==> config.mk <==
export PLATFORM = sky130hd
export DESIGN_NAME = muntjac_tlb
export DESIGN_NICKNAME = d
export VERILOG_FILES = /design/src/rtl/muntjac_pkg.sv /design/src/rtl/muntjac_tlb.sv
export SDC_FILE = /design/constraint.sdc
export NUM_CORES = 1
export LEC_CHECK = 0
export ABC_AREA = 1
export CAP_MARGIN = 0
export CELL_PAD_IN_SITES_DETAIL_PLACEMENT = 0
export CELL_PAD_IN_SITES_GLOBAL_PLACEMENT = 1
export CORE_UTILIZATION = 50
export DETAILED_ROUTE_END_ITERATION = 8
export HOLD_SLACK_MARGIN = 0.03
export PLACE_DENSITY_LB_ADDON = 0.15
export SLEW_MARGIN = 30
export SYNTH_ARGS = -nofsm -noshare
export SYNTH_HDL_FRONTEND = slang
export SYNTH_SLANG_ARGS = --single-unit
==> constraint.sdc <==
create_clock -name clk_i -period 8.1 [get_ports clk_i]
set_input_delay 1.215 -clock clk_i [delete_from_list [all_inputs] [get_ports clk_i]]
set_output_delay 1.215 -clock clk_i [all_outputs]
set_load 0.05 [all_outputs]
==> src/rtl/muntjac_pkg.sv <==
// Shared types for the muntjac memory-management blocks: page permissions
// and the TLB entry layout.
package muntjac_pkg;

    localparam int unsigned VirtAddrLen   = 39;
    localparam int unsigned PhysAddrLen   = 56;
    localparam int unsigned PageOffsetLen = 12;
    localparam int unsigned VpnLen        = VirtAddrLen - PageOffsetLen;  // 27
    localparam int unsigned PpnLen        = PhysAddrLen - PageOffsetLen;  // 44

    // Leaf PTE permissions as returned by the walker; valid=0 means page fault.
    typedef struct packed {
        logic valid;
        logic readable;
        logic writable;
        logic executable;
        logic user;
        logic is_global;
    } page_prot_t;

    typedef struct packed {
        logic              valid;
        logic [VpnLen-1:0] vpn;
        logic [PpnLen-1:0] ppn;
        page_prot_t        perm;
    } tlb_entry_t;

endpackage

==> src/rtl/muntjac_tlb.sv <==
// Fully-associative Sv39 TLB (4 KiB granularity) in front of the page table
// walker. Hits answer one cycle after accept; misses fire a single-cycle walk
// request and forward the walker's answer, caching it when it is not a fault.
//
// Client handshake: a lookup transfers on a rising clock edge where
// req_valid_i && req_ready_o. resp_valid_o is a one-cycle strobe with no
// backpressure. The walker has no ready, so ptw_req_valid_o is a one-cycle
// pulse and at most one walk is in flight.
module muntjac_tlb
    import muntjac_pkg::*;
#(
    parameter int unsigned NumEntries = 8
) (
    input  logic              clk_i,
    input  logic              rst_i,
    input  logic              req_valid_i,
    output logic              req_ready_o,
    input  logic [VpnLen-1:0] req_vpn_i,
    output logic              resp_valid_o,
    output logic [PpnLen-1:0] resp_ppn_o,
    output page_prot_t        resp_perm_o,
    input  logic              flush_i,
    output logic              ptw_req_valid_o,
    output logic [VpnLen-1:0] ptw_req_vpn_o,
    input  logic              ptw_resp_valid_i,
    input  logic [PpnLen-1:0] ptw_resp_ppn_i,
    input  page_prot_t        ptw_resp_perm_i
);

    localparam int unsigned IdxW = (NumEntries > 1) ? $clog2(NumEntries) : 1;

    typedef enum logic [1:0] {
        StIdle   = 2'd0,
        StLookup = 2'd1,
        StWalk   = 2'd2
    } state_e;

    state_e            state_q, state_d;
    logic [VpnLen-1:0] vpn_q;
    logic [IdxW-1:0]   rr_q;
    logic              drop_fill_q, drop_fill_d;
    tlb_entry_t        entries_q [NumEntries];

    logic              accept;
    logic              hit;
    tlb_entry_t        hit_entry;
    logic              all_valid;
    logic [IdxW-1:0]   free_idx;
    logic [IdxW-1:0]   victim_idx;
    logic              install;

    // Tag match against the registered VPN and lowest-index free slot search.
    always_comb begin
        hit       = 1'b0;
        hit_entry = '0;
        all_valid = 1'b1;
        free_idx  = '0;
        for (int i = 0; i < int'(NumEntries); i++) begin
            if (entries_q[i].valid && entries_q[i].vpn == vpn_q) begin
                hit       = 1'b1;
                hit_entry = entries_q[i];
            end
        end
        for (int i = int'(NumEntries) - 1; i >= 0; i--) begin
            if (!entries_q[i].valid) begin
                all_valid = 1'b0;
                free_idx  = IdxW'(i);
            end
        end
        victim_idx = all_valid ? rr_q : free_idx;
    end

    // State register.
    always_ff @(posedge clk_i) begin
        if (rst_i) begin
            state_q <= StIdle;
        end else begin
            state_q <= state_d;
        end
    end

    // Next-state logic.
    always_comb begin
        state_d = state_q;
        unique case (state_q)
            StIdle:   if (accept) state_d = StLookup;
            StLookup: begin
                if (!hit)        state_d = StWalk;
                else if (accept) state_d = StLookup;
                else             state_d = StIdle;
            end
            StWalk:   if (ptw_resp_valid_i) state_d = StIdle;
            default:  state_d = StIdle;
        endcase
    end

    // Outputs: handshake, response mux (entry on hit, walker on fill), walk pulse.
    always_comb begin
        req_ready_o     = 1'b0;
        resp_valid_o    = 1'b0;
        resp_ppn_o      = '0;
        resp_perm_o     = '0;
        ptw_req_valid_o = 1'b0;
        ptw_req_vpn_o   = vpn_q;
        if (!rst_i) begin
            unique case (state_q)
                StIdle: req_ready_o = !flush_i;
                StLookup: begin
                    if (hit) begin
                        resp_valid_o = 1'b1;
                        resp_ppn_o   = hit_entry.ppn;
                        resp_perm_o  = hit_entry.perm;
                        req_ready_o  = !flush_i;
                    end else begin
                        ptw_req_valid_o = 1'b1;
                    end
                end
                StWalk: begin
                    if (ptw_resp_valid_i) begin
                        resp_valid_o = 1'b1;
                        resp_ppn_o   = ptw_resp_ppn_i;
                        resp_perm_o  = ptw_resp_perm_i;
                    end
                end
                default: ;
            endcase
        end
    end

    assign accept  = req_valid_i && req_ready_o;
    assign install = (state_q == StWalk) && ptw_resp_valid_i &&
                     ptw_resp_perm_i.valid && !drop_fill_q;

    // A flush while walking poisons the pending fill; it clears when the walk ends.
    always_comb begin
        drop_fill_d = drop_fill_q;
        if (state_q == StWalk) begin
            if (ptw_resp_valid_i) drop_fill_d = 1'b0;
            else if (flush_i)     drop_fill_d = 1'b1;
        end else begin
            drop_fill_d = 1'b0;
        end
    end

    // Entry array, replacement pointer and lookup VPN; flush is applied last so it wins over a fill.
    always_ff @(posedge clk_i) begin
        if (rst_i) begin
            for (int i = 0; i < int'(NumEntries); i++) begin
                entries_q[i].valid <= 1'b0;
            end
            rr_q        <= '0;
            drop_fill_q <= 1'b0;
            vpn_q       <= '0;
        end else begin
            if (accept) vpn_q <= req_vpn_i;
            drop_fill_q <= drop_fill_d;
            if (install) begin
                entries_q[victim_idx] <= '{valid: 1'b1, vpn: vpn_q,
                                           ppn: ptw_resp_ppn_i, perm: ptw_resp_perm_i};
                if (all_valid) rr_q <= rr_q + IdxW'(1);
            end
            if (flush_i) begin
                for (int i = 0; i < int'(NumEntries); i++) begin
                    entries_q[i].valid <= 1'b0;
                end
            end
        end
    end

endmodule
# Yosys cells after proc, flatten, opt, wreduce, memory -nomap -nowiden
# Memory sizes are Yosys's and may differ from the RTL's.
# Cells that the tools add are included.
[word_totals]
memories = 1
output_inout_bits = 80
in_bits = 82
word_cells = 173
ramBits = 624
reg_bits = 33
[op_classes]
reduce_logical = 18
addsub = 1
eq_ne = 20
bitwise = 57
mux = 72
[memory_table]
columns = ["name", "depth", "word_bits", "read_ports", "rd_ports_with_merged_regs", "wr", "line_no", "rtl"]
rows = [
  ["entries_q", 8, 78, 8, 0, 9, "muntjac_tlb.sv:42", "tlb_entry_t entries_q [NumEntries];"],
]
[op_table]
columns = ["op", "count"]
rows = [
  ["2-to-1 mux 50 bit", 8],
  ["equality test 27 bit", 8],
  ["2-to-1 mux 44 bit", 3],
  ["one-hot mux 44 bit (2 select lines)", 1],
  ["2-to-1 mux 1 bit", 41],
  ["2-to-1 mux 3 bit", 9],
  ["bitwise AND 1 bit", 24],
  ["equality test 3 bit, second input constant", 8],
  ["2-to-1 mux 6 bit", 3],
  ["inverter 1 bit", 17],
  ["logical AND 1 bit", 12],
  ["one-hot mux 6 bit (2 select lines)", 1],
  ["bitwise AND 1 bit, second input constant", 8],
  ["OR 1 bit", 8],
  ["2-to-1 mux 2 bit", 3],
  ["one-hot mux 2 bit (3 select lines)", 1],
  ["inequality test 2 bit, second input constant", 2],
  ["one-hot mux 1 bit (2 select lines)", 2],
  ["AND reduction 2 bit", 2],
  ["adder 3 x 1 -> 3 bit, second input constant", 1],
  ["OR reduction 3 bit", 1],
  ["equality test 2 x 1 -> 1 bit, second input constant", 1],
  ["equality test 2 bit, second input constant", 1],
  ["logical NOT 1 bit", 2],
  ["logical NOT 2 bit", 1],
]

# Depth between registers and ports, before layout
# Gate-level depths: netlist of run 1.
# An unclocked memory read counts as a cell.
[logic_depth]
word_depth = 21
mapped_depth = 21
ltp_nobuf = 19

# Worst setup path after synthesis of run 1
# OpenSTA, ideal clock, no wires.
[synth_timing]
path_type = "input -> register"
start = "input ptw_resp_valid_i"
end = "memory entries_q[4][0] in the netlist's numbering (enable)"
n_path_buf = 0
stages = 9
arrival_ns = 5.238
slack_ns = 2.348
setup_time_ns = 0.515
cell_sequence = "nand2_1 > inv_1 > nand2_1 > nor2_1 > inv_1 > nor2_1 > and2_1 > nand2_1 > nor2_1"
[synth_rtl]
columns = ["item", "line_no", "rtl"]
rows = [
  ["from (decl)", "muntjac_tlb.sv:25", "input logic ptw_resp_valid_i,"],
  ["to (decl)", "muntjac_tlb.sv:42", ""],
]

# Worst setup path after layout of run 1
[layout_timing]
start = "register vpn_q[10] (netlist: ptw_req_vpn_o[10])"
end = "output resp_ppn_o[21]"
[layout_between]
elab_chain_len = 13
elab_cells_between_ends = 35
classes_between = "8 x eq/ne; 19 x mux; 8 x reduce/logical"
[layout_lines]
columns = ["item", "line_no", "rtl"]
rows = [
  ["from (decl)", "muntjac_tlb.sv:39", "logic [VpnLen-1:0] vpn_q;"],
  ["from (signal assigned)", "muntjac_tlb.sv:155", "if (accept) vpn_q <= req_vpn_i;"],
  ["equality test 27 bit", "muntjac_tlb.sv:59", "if (entries_q[i].valid && entries_q[i].vpn == vpn_q) begin"],
  ["logical AND 1 bit", "muntjac_tlb.sv:59", ""],
  ["2-to-1 mux 50 bit or 2-to-1 mux 1 bit (tied branches) (8 in series)", "muntjac_tlb.sv:59", ""],
  ["2-to-1 mux 44 bit (*)", "muntjac_tlb.sv:109", "if (hit) begin"],
  ["one-hot mux 44 bit (2 select lines) (*)", "muntjac_tlb.sv:106", "unique case (state_q)"],
  ["2-to-1 mux 44 bit (*)", "muntjac_tlb.sv:105", "if (!rst_i) begin"],
  ["to (decl)", "muntjac_tlb.sv:20", "output logic [PpnLen-1:0] resp_ppn_o,"],
]
# Mark *: on every way between the ends. The rest lies on a longest branch, timed or not.

==> results of run 1 <==
-- cells by family after synthesis --
kind of cell / Yosys count
AO/OA/AOI/OAI: 316
XOR/XNOR: 57
buffers and inverters: 372
adder cells (fa/ha/maj): 4
AND/OR/NAND/NOR: 1518
flip-flops: 657
-- final timing paths --
path                                        from  slack (ns)  depth (start not counted)                              to
setup / recovery  ptw_req_vpn_o[10]$_SDFFE_PP0P_        1.43                         20                  resp_ppn_o[21]
hold / removal    ptw_req_vpn_o[24]$_SDFFE_PP0P_        0.49                          0      entries_q[1][74]$_DFFE_PP_
setup reg to reg  ptw_req_vpn_o[10]$_SDFFE_PP0P_        3.27                         15  ptw_req_vpn_o[17]$_SDFFE_PP0P_
hold reg to reg   ptw_req_vpn_o[24]$_SDFFE_PP0P_        0.49                          0      entries_q[1][74]$_DFFE_PP_
-- layout make-up --
type                            instances  area (µm²)
Fill cell                            4803       22900
Inverter                              245         927
Multi-Input combinational cell       1895        8090
Clock inverter                         37         360
Timing Repair Buffer                  208        2110
Tap cell                              756         946
Antenna cell                            1        2.50
Clock buffer                           95        2030
Sequential cell                       657       19300
-- power groups by stage --
stage	combinational (mW)	clock, mW	sequential, mW
CTS	0.382	3.36	3.77
detailed placement	0.380	0	3.84
floorplan	0.171	0	3.86
finish	0.384	3.32	3.77
global placement	0.375	0	3.84
global route	0.413	3.50	3.77
-- metal layers --
metal  GRT usage (%)  wire (µm)  vias to the layer above
met5               0          0                        -
met4            8.02       1920                        0
met3            5.28       6220                      107
met2            42.7      36500                      741
met1            38.6      35000                     9829
li1                -          -                     9857
-- cell usage after synthesis (2+ instances only) --
library cell,n
nor3_1,13
buf_1,5
or2_0,5
nand2_2,5
inv_2,27
nand4_1,19
nor2_4,2
inv_1,216
nor4_1,2
o21ai_0,24
buf_4,5
ha_1,4
nand2_1,1070
edfxtp_1,616
dfxtp_1,41
clkbuf_1,58
a21oi_1,263
buf_2,52
nand3_1,19
clkinv_1,2
or2_2,4
xnor2_1,39
o21ai_1,10
o22ai_1,12
buf_6,7
o211ai_1,3
xor2_1,18
nor2_1,372
-- metrics by stage --
step	util (%)	instances	power, mW
5_1_grt	59.6	3893	7.69
6_report	59.6	3894	7.48
3_3_place_gp	55.1	3756	4.21
2_1_floorplan	-	2924	4.03
4_1_cts	59.5	3891	7.51
3_5_place_dp	55.3	3759	4.22
-- registers in the layout, summed over array words and instances (netlist names) --
signal	cells
drop_fill_q	1
entries_q	624
ptw_req_vpn_o	27
rr_q	3
state_q	2
-- worst max-delay path, delay by kind of cell (launching register included) --
kind	cells	cell delay, ns
and+or+nand+nor	15	1.80
buffers and inverters	4	1.99
AOI/OAI and AO/OA	1	0.16
DFF	1	0.86
==> flow_summary_export.csv, run 1 <==
group,metric,value,unit
outcome,outcome,"finished clean",
yosys,yosys_warnings,0,
floorplan,die_w,242,µm
routing,viasPerCell,5.27,
cts,clkSlewWorstSetupHoldPaths,0.06,ns
timing,min_period_over_period,82.4,%
routing,ant_nets,0,
critical_path,path_max_fanout,27,
layout,drive_above_1_share,6.69,%
yosys,synth_top_area_share,64.0,%
routing,drt-total-wl,79600,µm
yosys,syn-instance-count,2924,
grt,grt_pass1_wl,121000,µm
cts,cts_tree,"done",
yosys,synth_edf_count,616,
timing,tightest_slew,0.967,ns
yosys,yosysSeqAreaShare,66.9,%
cts,hold_buffers,0,
yosys,synth_xor_area_share,1.73,%
yosys,synth.area.mux_share,0,%
place,dpl_worst_slack,1.99,ns
critical_path,startpoint_type,"flip-flop",
cts,post_cts_resized,0,
floorplan,core,0.0567,mm²
critical_path,cp-end-kind,"primary output",
yosys,synth_adder_area_share,0.173,%
grt,antenna_found_initial,0,
critical_path,cpMostUsedCell,"nand2_1",
timing,max_slew_margin,35.4,%
timing,rsz0062_at_grt,"false",
place,dpl_cell_area,0.0313,mm²
yosys,synth_nets,3010,
yosys,ys_ff_latch,657,
timing,report.final.setup_viol,0,
timing,fin_worst_skew,0.0292,ns
place,portBuffers,161,
run,drv_cap,0,
routing,drc,0,
critical_path,max_stage_delay,0.86,ns
grt,grt_max_degree,99,
power,pwr-share-seq,50.4,%
layout,area_delta_synth_final,17.0,%
grt,grt_pass1_vias,19795,
yosys,synthSimpleGateAreaFrac,20.3,%
floorplan,die-area,0.0587,mm²
power,swShare,21.9,%
cts,clockBufferDepth,3,
worst_hold_path,hp-class,"reg2reg",
cts,root_buffer,"clkbuf_16",
yosys,synthTopCellsByArea,"edfxtp_1, nand2_1, nor2_1",
yosys,yosysTopAreaCell,"edfxtp_1",
cts,insertion_delay,0.62,ns
timing,holdWs,0.486,ns
yosys,synth.distinct_cells,39,
routing,wl_per_cell,20.4,µm
timing,slew_violations,0,
cts,clock-sinks,657,
yosys,async_flop_share,0,%
critical_path,path_class,"reg2out",
timing,fmax,0.150,GHz
routing,vias,20534,
grt,grtUsageTotal,27.3,%
critical_path,cp.arrival,5.46,ns
yosys,synth_top_family_by_area,"simple AND/OR/NAND/NOR gates",
yosys,synth_area,0.0289,mm²
floorplan,rows,87,
cts,htree_levels,3,
cts,numCtsBuffers,72,
timing,fin_crit,6.67,ns
power,p_sw,1.64,mW
layout,final_cell_mix,"nand2_1, edfxtp_1, nor2_1",
power,p_comb_share,5.1,%
power,ir_drop,0.000155,V
power,p_int,5.84,mW
critical_path,path_cells,"inv_1 -> nand2_1 -> nand2_1 -> nor2_1 -> nand2_1 -> nor2_1 -> nand2_1 -> nor2_4 -> inv_2 -> buf_4 -> nand2_1 -> nand2_1 -> nand2_1 -> nand2_1 -> nand2_1 -> nand2_1 -> nand2_1 -> nand2_1 -> a21oi_1 -> clkdlybuf4s50_1",
timing,timing.final.hold_violations,0,
yosys,synthFlopType,"edfxtp_1",
layout,nNetsFinal,3165,
power,p_leak,13.6,nW
power,p_clk_share,44.5,%
yosys,synth.avg_cell_area,9.88,µm²
place,gp_congestion,0.923,
floorplan,ioPinCount,162,
power,power_density,221,mW/mm²
grt,grt_overflow,0,
cts,cts_setup_buffers,0,
layout,fin_area,0.0338,mm²
place,dp_hpwl,48600,µm
critical_path,cpMaxStageDelayCell,"dfxtp_1",
critical_path,crit_required,6.88,ns
yosys,synth-compound-area-share,5.58,%
floorplan,start_util,50.9,%
layout,layout_commonest_cell,"nand2_1",
routing,drt_pass1_iterations,5,
timing,finalWorstSetupSlack,1.43,ns
timing,setup_tns,0,ns
routing,first_iter_violations,1853,
floorplan,die_h,242,µm
Power figures use the tool's default switching activity.
==> run 2, diff against run 1 <==
- CORE_UTILIZATION: 50 -> 43
- clock period: 8.1 -> 5.65 ns (I/O delays scaled with it)
==> run 2 against run 1 <==
Net effect:
- the run now ends with design-rule violations left
- critical endpoint is now resp_ppn_o[42]
- combinational power up 51%
- global-route usage down 2.3 points
- routed wire length up 5.9%
- flip-flop and latch count unchanged
- total power up 42%
- sequential power up 43%
- critical path type unchanged
- non-clock buffer count up 20
- design area up 2.3%
- via count up 0.81%
- cell count up 3.3%
- clock power up 41%
==> flow_summary_export.csv, run 2 (synthesized netlist as in run 1, its figures left out) <==
group,metric,value,unit
routing,wl_per_cell,21.0,µm
critical_path,path_class,"reg2out",
floorplan,die-area,0.0682,mm²
run,drv_cap,0,
routing,ant_nets,0,
timing,rsz0062_at_grt,"false",
timing,holdWs,0.483,ns
floorplan,core,0.0661,mm²
cts,root_buffer,"clkbuf_16",
outcome,failed_checks,"design-rule violations",
place,gp_congestion,0.899,
routing,drt-total-wl,84300,µm
routing,first_iter_violations,1621,
grt,grt_pass1_vias,20223,
power,power,10.7,mW
timing,fmax,0.190,GHz
timing,tightest_slew,0.973,ns
power,ir_drop,0.000181,V
layout,nNetsFinal,3186,
timing,max_slew_margin,35.1,%
layout,fin_cells,4023,
timing,fin_crit,5.26,ns
layout,nFillCells,5902,
floorplan,die_w,261,µm
outcome,outcome,"complete, but fails checks",
power,p_leak,13.9,nW
layout,drive_above_1_share,8.84,%
critical_path,cp.arrival,4.41,ns
layout,largest_register_ff_count,624,
routing,vias,20700,
layout,final_util,52.3,%
place,dp_hpwl,51700,µm
critical_path,cp-end-kind,"primary output",
cts,cts_tree,"done",
place,dp_cells,3889,
timing,fin_worst_skew,0.0185,ns
floorplan,start_util,43.7,%
layout,area_delta_synth_final,19.6,%
routing,drc,2,
grt,grt_pass1_wl,125000,µm
grt,grt_overflow,0,
cts,insertion_delay,0.61,ns
layout,fin_area,0.0346,mm²
worst_hold_path,hp-class,"reg2reg",
cts,clock-sinks,657,
place,dpl_worst_slack,0.844,ns
floorplan,die_h,261,µm
critical_path,crit_required,4.80,ns
power,power_density,308,mW/mm²
cts,clockBufferDepth,3,
floorplan,rows,94,
timing,slew_violations,0,
cts,clkSlewWorstSetupHoldPaths,0.06,ns
place,portBuffers,161,
timing,report.final.setup_viol,0,
critical_path,startpoint_type,"flip-flop",
critical_path,path_max_fanout,32,
cts,numCtsBuffers,73,
timing,finalWorstSetupSlack,0.391,ns
place,dpl_cell_area,0.0322,mm²
grt,grt_max_degree,62,
timing,min_period_over_period,93.1,%
layout,final_cell_mix,"nand2_1, edfxtp_1, nor2_1",
routing,viasPerCell,5.15,
timing,setup_tns,0,ns
layout,largest-register,"entries_q",
cts,htree_levels,3,
routing,drt_pass1_iterations,9,
floorplan,ioPinCount,162,
grt,antenna_found_initial,2,
timing,timing.final.hold_violations,0,
grt,grtUsageTotal,24.9,%
layout,layout_commonest_cell,"nand2_1",
## run 2: cell types whose count changed in the layout (fill, tap and decap cells not counted), moves of 2 or more
cell and delta:
buf_12 +58, buf_4 +19, clkinv_2 -4, clkbuf_16 +4, clkdlybuf4s50_1 -53, clkbuf_8 +2
clkbuf_1 +2, bufinv_16 -5, buf_16 -3
## run 2: final timing paths
| path | from | endpoint | slack (ns) | depth (start not counted) |
|---|---|---|---|---|
| max | ptw_req_vpn_o[2]$_SDFFE_PP0P_ | resp_ppn_o[42] | 0.39 | 21 |
| max reg2reg | ptw_req_vpn_o[2]$_SDFFE_PP0P_ | ptw_req_vpn_o[5]$_SDFFE_PP0P_ | 1.22 | 15 |
| min | entries_q[3][77]$_DFF_P_ | entries_q[3][77]$_DFF_P_ | 0.48 | 2 |
| min reg2reg | entries_q[3][77]$_DFF_P_ | entries_q[3][77]$_DFF_P_ | 0.48 | 2 |
## run 2: area by class of cell
| type | instances | area (µm²) | area share, % |
|---|---|---|---|
| Inverter | 245 | 926 | 2.68 |
| Multi-Input combinational cell | 1895 | 8090 | 23.4 |
| Timing Repair Buffer | 228 | 2780 | 8.05 |
| Clock inverter | 29 | 189 | 0.547 |
| Clock buffer | 103 | 2170 | 6.28 |
| Sequential cell | 657 | 19300 | 55.9 |
| Tap cell | 864 | 1080 | 3.13 |
| Antenna cell | 2 | 5.00 | 0.0145 |
## run 2: layer usage
| layer | up-vias | GRT usage (%) | part of all wire, % |
|---|---|---|---|
| met1 | 9992 | 34.7 | 44 |
| met2 | 681 | 40.5 | 47 |
| met4 | 2 | 7.36 | 2.1 |
| met5 | - | 0 | 0.012 |
| li1 | 9904 | - | - |
| met3 | 121 | 3.74 | 6.8 |
## run 2: worst max-delay path, stage by stage (launching register included)
cell     delay (ns)
dfxtp_1        0.96
inv_1          0.37
nand2_1        0.19
nand2_1        0.06
nor2_1         0.12
nand2_1        0.06
nor2_1         0.21
nand2_1        0.15
nor2_4         0.17
buf_4          0.44
nand2_1        0.11
nand2_1        0.09
inv_1          0.04
nand2_1        0.05
nand2_1        0.04
nand2_1        0.10
nand2_1        0.06
nand2_1        0.05
nand2_1        0.07
nand2_1        0.12
a21oi_1        0.12
buf_12         0.21
## run 2: power by group
| group | internal (mW) | total, mW | leakage, nW | switching (mW) |
|---|---|---|---|---|
| sequential | 5.35 | 5.39 | 5.92 | 0.0399 |
| combinational | 0.181 | 0.581 | 6.81 | 0.400 |
| clock | 2.76 | 4.68 | 1.16 | 1.92 |
## run 2: timing repair
action / CTS / global route
buffers inserted: 0 / 0
gates resized for setup: 0 / 1
hold buffers: 0 / 0
endpoints found under the setup margin: 0 / 12
==> run 3, diff against run 2 <==
- TNS_END_PERCENT: not set -> 50
==> results of run 3 <==
Same layout as run 2: the final DEF is identical, and so are final timing and power.
